### config.mk
export PLATFORM = sky130hd
export DESIGN_NAME = morse_input_mem
export DESIGN_NICKNAME = d
export VERILOG_FILES = /design/src/rtl/morse_pkg.sv /design/src/rtl/morse_input_mem_debounce.sv /design/src/rtl/morse_input_mem.sv
export SDC_FILE = /design/constraint.sdc
export NUM_CORES = 1
export LEC_CHECK = 0
export BUFFER_PORTS_ARGS = -buffer_cell sky130_fd_sc_hd__buf_2
export CAP_MARGIN = 20
export CORE_UTILIZATION = 57
export CTS_CLUSTER_SIZE = 40
export DETAILED_ROUTE_END_ITERATION = 16
export MAX_ROUTING_LAYER = met4
export PLACE_DENSITY = 0.9
export SKIP_CTS_REPAIR_TIMING = 1
export SLEW_MARGIN = 5
export SYNTH_ARGS = -nofsm -noshare
export SYNTH_HDL_FRONTEND = slang
export SYNTH_SLANG_ARGS = --single-unit
export TNS_END_PERCENT = 1
### constraint.sdc
create_clock -name clk -period 2.7 [get_ports clk]
set_input_delay 0.135 -clock clk [delete_from_list [all_inputs] [get_ports clk]]
set_output_delay 0.135 -clock clk [all_outputs]
set_load 0.02 [all_outputs]
### src/rtl/morse_pkg.sv
// Shared constants for the morse panel peripherals.
// Holds the bus window base address, the register offsets inside the
// input window, the constant ID word, and the bit position of each
// button inside the LEVELS and EVENTS registers.
package morse_pkg;

  // First address of the 4-word input window. It sits directly above
  // the morse output window on the same address bus.
  localparam logic [15:0] BASE_ADDR = 16'he664;

  // Word offsets inside the window
  localparam logic [1:0] OFF_LEVELS = 2'd0;
  localparam logic [1:0] OFF_EVENTS = 2'd1;
  localparam logic [1:0] OFF_FREQ   = 2'd2;
  localparam logic [1:0] OFF_ID     = 2'd3;

  // "MS" in ASCII, lets software confirm the block is present
  localparam logic [15:0] ID_VALUE = 16'h4D53;

  // Bit index of each button in LEVELS and EVENTS
  localparam int EV_LEFT  = 0;
  localparam int EV_RIGHT = 1;
  localparam int EV_TX    = 2;

  localparam int NUM_BUTTONS = 3;

endpackage

### src/rtl/morse_input_mem_debounce.sv
// Single-button input conditioner.
// A raw asynchronous button goes through a 2-FF synchronizer, then a
// counter that must see DEBOUNCE_CYCLES consecutive samples differing
// from the current debounced level before that level toggles. A
// one-cycle press pulse accompanies every rising change of the level.
//
// Ports:
//   clk    - system clock
//   reset  - asynchronous, active-high reset
//   btn    - raw button, active-high, asynchronous to clk
//   level  - debounced button level
//   press  - one-cycle pulse, high in the first cycle level reads 1
module morse_input_mem_debounce #(
  parameter int DEBOUNCE_CYCLES = 50000
) (
  input  logic clk,
  input  logic reset,
  input  logic btn,
  output logic level,
  output logic press
);

  localparam int CNT_W = (DEBOUNCE_CYCLES > 1) ? $clog2(DEBOUNCE_CYCLES) : 1;
  localparam logic [CNT_W-1:0] CNT_LAST = CNT_W'(DEBOUNCE_CYCLES - 1);

  logic             sync_meta;
  logic             sync_out;
  logic [CNT_W-1:0] cnt;

  // Any sample that agrees with the current level restarts the count,
  // so only an uninterrupted run of differing samples can toggle the
  // level. The press pulse is produced in the same edge as the toggle
  // so it lines up with the first cycle of the new high level.
  always_ff @(posedge clk or posedge reset) begin
    if (reset) begin
      sync_meta <= 1'b0;
      sync_out  <= 1'b0;
      level     <= 1'b0;
      cnt       <= '0;
      press     <= 1'b0;
    end else begin
      sync_meta <= btn;
      sync_out  <= sync_meta;
      press     <= 1'b0;
      if (sync_out == level) begin
        cnt <= '0;
      end else if (cnt == CNT_LAST) begin
        level <= ~level;
        cnt   <= '0;
        press <= ~level;
      end else begin
        cnt <= cnt + 1'b1;
      end
    end
  end

endmodule

### src/rtl/morse_input_mem.sv
// Memory-mapped read-side peripheral of the morse module.
// Debounces the LEFT, RIGHT and TX panel buttons, keeps sticky press
// flags and a saturating frequency-selector index, and returns the
// register contents on the shared bus with one cycle of read latency.
//
// Ports:
//   clk        - system clock
//   reset      - asynchronous, active-high reset
//   addr       - bus address
//   data       - bus write data (only used for write-1-to-clear)
//   en         - bus cycle enable
//   we         - 1 = write, 0 = read
//   btn_left   - raw LEFT button
//   btn_right  - raw RIGHT button
//   btn_tx     - raw TX button
//   q          - registered read data
//   irq        - high while any event flag is set (registered)
module morse_input_mem
  import morse_pkg::*;
#(
  parameter int                    DATA_WIDTH      = 16,
  parameter int                    ADDR_WIDTH      = 16,
  parameter logic [ADDR_WIDTH-1:0] BASE_ADDR       = ADDR_WIDTH'(morse_pkg::BASE_ADDR),
  parameter int                    DEBOUNCE_CYCLES = 50000,
  parameter int                    FREQ_MAX        = 15
) (
  input  logic                  clk,
  input  logic                  reset,
  input  logic [ADDR_WIDTH-1:0] addr,
  input  logic [DATA_WIDTH-1:0] data,
  input  logic                  en,
  input  logic                  we,
  input  logic                  btn_left,
  input  logic                  btn_right,
  input  logic                  btn_tx,
  output logic [DATA_WIDTH-1:0] q,
  output logic                  irq
);

  localparam int FREQ_W = (FREQ_MAX > 1) ? $clog2(FREQ_MAX + 1) : 1;
  localparam logic [FREQ_W-1:0] FREQ_LAST = FREQ_W'(FREQ_MAX);

  logic [NUM_BUTTONS-1:0] btn_raw;
  logic [NUM_BUTTONS-1:0] levels;
  logic [NUM_BUTTONS-1:0] presses;
  logic [NUM_BUTTONS-1:0] flags;
  logic [NUM_BUTTONS-1:0] clr_mask;
  logic [FREQ_W-1:0]      freq_idx;
  logic [ADDR_WIDTH-1:0]  offset;
  logic                   in_window;
  logic                   hit_events;
  logic                   rd;
  logic [DATA_WIDTH-1:0]  rd_data;
  logic                   unused_data_bits;

  assign btn_raw = {btn_tx, btn_right, btn_left};

  genvar i;
  for (i = 0; i < NUM_BUTTONS; i++) begin : g_btn
    morse_input_mem_debounce #(
      .DEBOUNCE_CYCLES(DEBOUNCE_CYCLES)
    ) u_debounce (
      .clk  (clk),
      .reset(reset),
      .btn  (btn_raw[i]),
      .level(levels[i]),
      .press(presses[i])
    );
  end

  // Subtracting the base makes addresses below the window wrap to large
  // values, so a single compare covers both ends of the range.
  assign offset     = addr - BASE_ADDR;
  assign in_window  = (offset < ADDR_WIDTH'(4));
  assign hit_events = in_window && (offset[1:0] == OFF_EVENTS);
  assign rd         = en && !we;

  // Only the low event bits of the write data matter
  assign unused_data_bits = ^data[DATA_WIDTH-1:NUM_BUTTONS];

  always_comb begin
    rd_data = '0;
    if (in_window) begin
      case (offset[1:0])
        OFF_LEVELS: rd_data[NUM_BUTTONS-1:0] = levels;
        OFF_EVENTS: rd_data[NUM_BUTTONS-1:0] = flags;
        OFF_FREQ:   rd_data[FREQ_W-1:0]      = freq_idx;
        OFF_ID:     rd_data                  = DATA_WIDTH'(ID_VALUE);
        default:    rd_data                  = '0;
      endcase
    end
  end

  // A read of EVENTS clears every flag, a write clears the flags whose
  // data bit is 1.
  always_comb begin
    clr_mask = '0;
    if (en && hit_events) begin
      clr_mask = we ? data[NUM_BUTTONS-1:0] : {NUM_BUTTONS{1'b1}};
    end
  end

  // The press pulses are OR-ed in after the clear so that an event
  // arriving on the same edge as a clear is never lost.
  always_ff @(posedge clk or posedge reset) begin
    if (reset) begin
      flags <= '0;
      irq   <= 1'b0;
    end else begin
      flags <= (flags & ~clr_mask) | presses;
      irq   <= |flags;
    end
  end

  // Simultaneous LEFT and RIGHT presses cancel out
  always_ff @(posedge clk or posedge reset) begin
    if (reset) begin
      freq_idx <= '0;
    end else if (presses[EV_RIGHT] && !presses[EV_LEFT]) begin
      if (freq_idx != FREQ_LAST) freq_idx <= freq_idx + 1'b1;
    end else if (presses[EV_LEFT] && !presses[EV_RIGHT]) begin
      if (freq_idx != '0) freq_idx <= freq_idx - 1'b1;
    end
  end

  // Out-of-window reads load zero through rd_data's default
  always_ff @(posedge clk or posedge reset) begin
    if (reset) begin
      q <= '0;
    end else if (rd) begin
      q <= rd_data;
    end
  end

endmodule

* Word level (Yosys, flattened, before mapping)
Cells that the tools add are included.
** Word-level totals
- Bits in registers :: 84
- Input bits :: 39
- ROM bits :: 0
- Logic and storage cells :: 85
- Output and inout port bits :: 17
- Latch bits :: 0
- RAM bits :: 0
- Memories kept :: 0
** Cells by class
- Shifts and indexed selects :: 0
- Magnitude comparators :: 1
- Div/mod/pow operators :: 0
- Eq/ne operators :: 11
- Reduce and logical (&&, ||, !) cells :: 17
- Muxes and demuxes :: 22
- Bitwise gates (word level) :: 9
- $mul :: 0
- Add/subtract/negate cells :: 6
** Operators with widths (count)
- $mux W16 :: 6
- $add A16 B1 Y16 const B :: 3
- $eq A16 B16 Y1 const B :: 3
- $lt A16 B3 Y1 const B :: 1
- $mux W4 :: 4
- $sub A16 B16 Y16 const B :: 1
- $mux W15 :: 1
- $pmux W3 S4 :: 1
- $mux W11 :: 1
- $mux W1 :: 7
- $mux W3 :: 2
- $not A1 Y1 :: 6
- $reduce_and A2 Y1 :: 3
- $logic_and A1 B1 Y1 :: 5
- $add A4 B1 Y4 const B :: 1
- $eq A2 B2 Y1 const B :: 2
- $ne A4 B4 Y1 const B :: 1
- $reduce_bool A2 Y1 :: 2
- $reduce_bool A4 Y1 :: 1
- $sub A4 B1 Y4 const B :: 1
- $and A3 B3 Y3 :: 1
- $eq A1 B1 Y1 :: 3
- $logic_not A1 Y1 :: 3
- $not A3 Y3 :: 1
- other kinds (6) :: 6

* Longest topological paths before layout
- Depth in word-level cells :: 8
- Mapped depth :: 9
- Mapped depth without buffers :: 9

* Modules after synthesis
Synthesis repeated with hierarchy kept, for this count alone.
** Unflattened totals
- Cells, all modules :: 367
- Area total of the unflattened synthesis :: 3778.6 µm²
** By module, submodules not included
- morse_input_mem_debounce :: area an instance 972.2 µm², cells an instance 92, seq. area each 500.5 µm², times used 3
- morse_input_mem :: area an instance 862.1 µm², cells an instance 91, seq. area each 325.3 µm², times used 1

* Worst setup path before layout
No wires, ideal clock.
- Kind :: register to register
- Start :: reg g_btn[0].u_debounce.press
- End :: reg freq_idx[3]
- Clock period less this slack :: 1.755 ns
- Setup time :: 0.123 ns
- Required time :: 2.577 ns
- Cell stages (with the launch flop) :: 7
- Path slack :: 0.945 ns
- Arrival time :: 1.633 ns
- Cell sequence :: dfrtp_1 inv_1 ha_1 or4_1 o221ai_1 nor2_1 xnor2_1
** On the way
- Longest elaborated chain between the ends :: 4
- Elaborated cells on any way between the ends :: 8
- Classes of those cells :: 1 x eq/ne; 1 x mux; 6 x reduce/logical
** RTL lines
- from (decl) :: RTL line morse_input_mem_debounce.sv:20 : output logic press
- from (signal assigned) :: RTL line morse_input_mem_debounce.sv:50 : press <= ~level;
- $logic_not A1 Y1 :: RTL line morse_input_mem.sv:119 : end else if (presses[EV_RIGHT] && !presses[EV_LEFT]) begin
- $logic_and A1 B1 Y1 :: RTL line morse_input_mem.sv:119
- $ne A2 B1 Y1 (no line) / $reduce_bool A2 Y1 (equally long branches)
- $reduce_and A3 Y1 (no line)
- to (signal assigned) :: RTL line morse_input_mem.sv:120 : if (freq_idx != FREQ_LAST) freq_idx <= freq_idx + 1'b1;
- to (signal assigned) :: RTL line morse_input_mem.sv:122 : if (freq_idx != '0) freq_idx <= freq_idx - 1'b1;
- to (decl) :: RTL line morse_input_mem.sv:48 : logic [FREQ_W-1:0] freq_idx;
Parallel ways exist; a longest one is shown, timed or not.
A chain may end at the register's enable or synchronous reset.

* Worst setup path after layout
Same ends and word-level chain as after synthesis.

==> impl_metrics.prom <==
# TYPE chip_impl_metric gauge
chip_impl_info{name="timing.critical_path.slowest_stage_cell",value="sky130_fd_sc_hd__or4_1"} 1
chip_impl_metric{name="max_cap_violations",unit=""} 0
chip_impl_metric{name="finish.net_count",unit=""} 454
chip_impl_metric{name="post_synth.cell_area_avg",unit="µm²"} 9.90
chip_impl_metric{name="tns",unit="ns"} 0
chip_impl_info{name="criticalPathCategory",value="reg -> reg"} 1
chip_impl_info{name="critPathLaunchType",value="register"} 1
chip_impl_metric{name="htree_levels",unit=""} 3
chip_impl_metric{name="antennaDiodeCount",unit=""} 0
chip_impl_metric{name="synth-edff-count",unit=""} 0
chip_impl_metric{name="chipWidth",unit="µm"} 81.7
chip_impl_metric{name="place_inst",unit=""} 468
chip_impl_metric{name="drc_errors",unit=""} 0
chip_impl_info{name="dominantRegCellSynth",value="sky130_fd_sc_hd__dfrtp_1"} 1
chip_impl_metric{name="cp.buffers_inverters",unit=""} 1
chip_impl_metric{name="clock_sink_count",unit=""} 73
chip_impl_info{name="worst_hold_path.endpoint",value="q[11]"} 1
chip_impl_info{name="synthMostInstantiatedCell",value="sky130_fd_sc_hd__dfrtp_1"} 1
chip_impl_info{name="rr_endpoint",value="freq_idx[3]"} 1
chip_impl_metric{name="layout-drive-gt1-share",unit="%"} 15.0
chip_impl_metric{name="ys_warn_count",unit=""} 0
chip_impl_metric{name="route.antenna.remaining_nets",unit=""} 0
chip_impl_metric{name="power_density",unit="nW/µm²"} 515
chip_impl_metric{name="maxClockFrequency",unit="MHz"} 518
chip_impl_metric{name="worst-r2r-setup-slack",unit="ns"} 0.77
chip_impl_info{name="path_delay_family",value="simple AND/OR/NAND/NOR gates"} 1
chip_impl_metric{name="synthesis.instances",unit=""} 366
chip_impl_metric{name="timing.final.hold_violations",unit=""} 0
chip_impl_metric{name="asyncSetResetFlopFracSynth",unit="%"} 100
chip_impl_metric{name="synth.lib_cells_used.distinct",unit=""} 40
chip_impl_metric{name="num_io_pins",unit=""} 56
chip_impl_metric{name="place_hpwl",unit="µm"} 4680
chip_impl_info{name="cts_root_buf",value="sky130_fd_sc_hd__clkbuf_8"} 1
chip_impl_metric{name="min_period",unit="ns"} 1.93
chip_impl_metric{name="irDropWorstVdd",unit="mV"} 0.552
chip_impl_metric{name="grt_first_pass_wirelength",unit="µm"} 12000
chip_impl_info{name="yosysTopAreaCell",value="sky130_fd_sc_hd__dfrtp_1"} 1
chip_impl_metric{name="setup_violations",unit=""} 0
chip_impl_metric{name="grt_antenna_before_repair",unit=""} 0
chip_impl_metric{name="initial_core_utilization",unit="%"} 60.1
chip_impl_metric{name="grt.met2_usage",unit="%"} 39.3
chip_impl_metric{name="post_drt_wl_per_cell",unit="µm"} 13.5
chip_impl_metric{name="synth.cell_area",unit="µm²"} 3620
chip_impl_metric{name="timing_worst_slew_pin_value",unit="ns"} 0.678
chip_impl_info{name="crit_path_cell_trace",value="inv_1 > ha_1 > or4_1 > o221ai_1 > nor2_1 > xnor2_1"} 1
chip_impl_metric{name="grt-ovfl-total",unit=""} 0
chip_impl_metric{name="ctsLongestPathBuffers",unit=""} 2
chip_impl_metric{name="total_power",unit="mW"} 2.10
chip_impl_metric{name="postSynthRegisterBits",unit=""} 73
chip_impl_metric{name="final.setup_skew",unit="ns"} 0.0112
chip_impl_metric{name="critPathMaxFanout",unit=""} 5
chip_impl_metric{name="crit_required",unit="ns"} 2.94
chip_impl_metric{name="synth.yosys.seq_area_share",unit="%"} 50.4
chip_impl_metric{name="post_drt_via_cell_ratio",unit=""} 5.57
chip_impl_info{name="cts_tree",value="yes"} 1
chip_impl_metric{name="whs",unit="ns"} 0.0915
chip_impl_info{name="element_type_at_the_critical_path_end",value="register"} 1
chip_impl_metric{name="grt_start_max_net_pins",unit=""} 44
chip_impl_metric{name="fin_crit_sh",unit="%"} 71.5
chip_impl_metric{name="timing.max_slew.rel_slack",unit="%"} 54.7
chip_impl_info{name="globalRoute.busiestLayer",value="met2"} 1
chip_impl_metric{name="slew_violations",unit=""} 0
chip_impl_metric{name="clk_latency",unit="ns"} 0.35
chip_impl_metric{name="number_of_global_route_vias_before_repair",unit=""} 2717
chip_impl_info{name="synth.top_cells.by_area",value="sky130_fd_sc_hd__dfrtp_1, sky130_fd_sc_hd__nor2_1, sky130_fd_sc_hd__xnor2_1"} 1
chip_impl_metric{name="total_leakage_power",unit="nW"} 1.82
chip_impl_info{name="worst_r2r_startpoint",value="g_btn[0].u_debounce.press"} 1
chip_impl_metric{name="layoutNonFillerInstCount",unit=""} 488
chip_impl_metric{name="cts_made_buffers",unit=""} 9
chip_impl_info{name="min-delay-path-class",value="in -> reg"} 1
chip_impl_metric{name="initial_drt_pass_iterations",unit=""} 4
chip_impl_metric{name="register_to_register_path_depth",unit=""} 6
chip_impl_info{name="outcome",value="finished, final reports clean"} 1
chip_impl_info{name="worst_hold_startpoint",value="addr[1]"} 1
chip_impl_metric{name="cp_data_arrival_time",unit="ns"} 2.17
chip_impl_metric{name="routed-via-count",unit=""} 2720
chip_impl_metric{name="syn2layout_area_growth",unit="%"} 12.4
chip_impl_metric{name="core-area",unit="µm²"} 6030
chip_impl_metric{name="grt_use_met3",unit="%"} 6.33
chip_impl_metric{name="die_h",unit="µm"} 81.7
chip_impl_metric{name="grt.total_usage",unit="%"} 24.6
chip_impl_metric{name="place.gp.congestion",unit=""} 0.804
chip_impl_info{name="rsz_0062_raised_after_global_routing",value="false"} 1
chip_impl_metric{name="routed_wl",unit="µm"} 6570
chip_impl_metric{name="routing_usage_on_met1",unit="%"} 29.8
chip_impl_metric{name="drtIter0Drc",unit=""} 137
chip_impl_metric{name="clkSlewWorstSetupHoldPaths",unit="ns"} 0.08
chip_impl_metric{name="die-area",unit="µm²"} 6680
chip_impl_metric{name="top_area_cell_type_share_of_the_netlist_area",unit="%"} 50.4
chip_impl_metric{name="rows",unit=""} 28
chip_impl_metric{name="timing.hold.worst_path_depth",unit=""} 3
chip_impl_metric{name="cpPeakStageDelay",unit="ns"} 0.56
chip_impl_info{name="synth_commonest_cells",value="sky130_fd_sc_hd__dfrtp_1, sky130_fd_sc_hd__nor2_1, sky130_fd_sc_hd__nand2_1"} 1
chip_impl_metric{name="port_buffers",unit=""} 36
## how the worst max path moves through the flow
stage	slack, ns	cells past startpoint	endpoint	start
6_report	0.77	6	freq_idx[3]	g_btn[0].u_debounce.press
2_1_floorplan	0.71	1	flags[0]	reset
4_1_cts	0.77	6	freq_idx[3]	g_btn[0].u_debounce.press
5_1_grt	0.69	9	freq_idx[3]	g_btn[0].u_debounce.press
3_5_place_dp	0.78	6	freq_idx[3]	g_btn[0].u_debounce.press
3_3_place_gp	0.88	6	freq_idx[3]	g_btn[0].u_debounce.press
## power breakdown
group	leakage (nW)	switching, mW	internal, mW
Combinational	0.746	0.0796	0.0455
Sequential	0.978	0.0137	1.11
Clock	0.0953	0.404	0.449
Total	1.82	0.497	1.60
## tightest hold or removal path: cells and delay by family
kind	cells	cell delay (ns)
simple gates	1	0.07
compound gates	1	0.06
buf+inv	1	0.14
## flip-flops by register name, summed over array words and instances, names as in the netlist
| signal | count |
|---|---|
| flags | 3 |
| g_btn.u_debounce.sync_meta | 3 |
| g_btn.u_debounce.level | 3 |
| g_btn.u_debounce.cnt | 48 |
| g_btn.u_debounce.sync_out | 3 |
| q | 5 |
| irq | 1 |
| g_btn.u_debounce.press | 3 |
| freq_idx | 4 |
## cells by family (layout without fill, tap and decap cells)
logic type | Yosys count | after routing | synth area share [%]
mux | 7 | 7 | 2.11
flops | 73 | 73 | 50.4
fa+ha+maj | 7 | 7 | 2.62
compound gates | 26 | 26 | 5.53
buf+inv | 25 | 67 | 3.76
other cells | 1 | 6 | 0.103
simple gates | 179 | 179 | 23.9
xor+xnor | 48 | 48 | 11.6
## per-layer routing
| metal | vias up | part of all wire, % |
|---|---|---|
| li1 | 1325 | - |
| met1 | 1313 | 45 |
| met2 | 68 | 49 |
| met3 | 14 | 4.7 |
| met4 | 0 | 1.9 |
| met5 | - | 0 |
## placed cells by master (no fill, tap or decap), types with 2 or more instances in the layout
cell type / Yosys / routed
sky130_fd_sc_hd__o221ai_1: 3 / 3
sky130_fd_sc_hd__dlygate4sd3_1: 0 / 4
sky130_fd_sc_hd__nor4b_1: 4 / 4
sky130_fd_sc_hd__buf_2: 1 / 36
sky130_fd_sc_hd__ha_1: 6 / 6
sky130_fd_sc_hd__dfrtp_1: 73 / 73
sky130_fd_sc_hd__inv_1: 10 / 9
sky130_fd_sc_hd__or3_1: 2 / 2
sky130_fd_sc_hd__a21oi_1: 10 / 10
sky130_fd_sc_hd__conb_1: 1 / 6
sky130_fd_sc_hd__nand2_1: 26 / 26
sky130_fd_sc_hd__nand3_1: 23 / 23
sky130_fd_sc_hd__xnor2_1: 24 / 24
sky130_fd_sc_hd__mux2_2: 5 / 5
sky130_fd_sc_hd__nand2b_1: 2 / 2
sky130_fd_sc_hd__and3_1: 9 / 9
sky130_fd_sc_hd__clkinv_2: 0 / 2
sky130_fd_sc_hd__clkbuf_8: 0 / 10
sky130_fd_sc_hd__nor3b_1: 4 / 4
sky130_fd_sc_hd__clkinvlp_4: 0 / 2
sky130_fd_sc_hd__nor2b_1: 5 / 5
sky130_fd_sc_hd__nand4_1: 11 / 11
sky130_fd_sc_hd__nor3_1: 22 / 22
sky130_fd_sc_hd__xor2_1: 24 / 24
sky130_fd_sc_hd__nor2_1: 65 / 65
sky130_fd_sc_hd__o21ai_1: 2 / 2
sky130_fd_sc_hd__o21ai_0: 4 / 4
sky130_fd_sc_hd__mux2i_1: 2 / 2
## cell type report
class	count	area, µm²
clock inverter	5	55.1
multi-input combinational	273	1680
clock buffer	11	141
inverter	10	37.5
timing repair buffer	41	240
tap	75	93.8
fill	433	1950
sequential	73	1830
## stage by stage
| stage | cell area (µm²) | setup slack [ns] | utilization [%] |
|---|---|---|---|
| floorplan | 3640 | 0.712 | - |
| global placement | 3840 | 0.876 | 63.7 |
| detailed placement | 3840 | 0.775 | 63.7 |
| CTS | 4030 | 0.767 | 66.9 |
| global route | 4070 | 0.687 | 67.6 |
| finish | 4070 | 0.770 | 67.6 |
(Power assumes the default switching activity.)
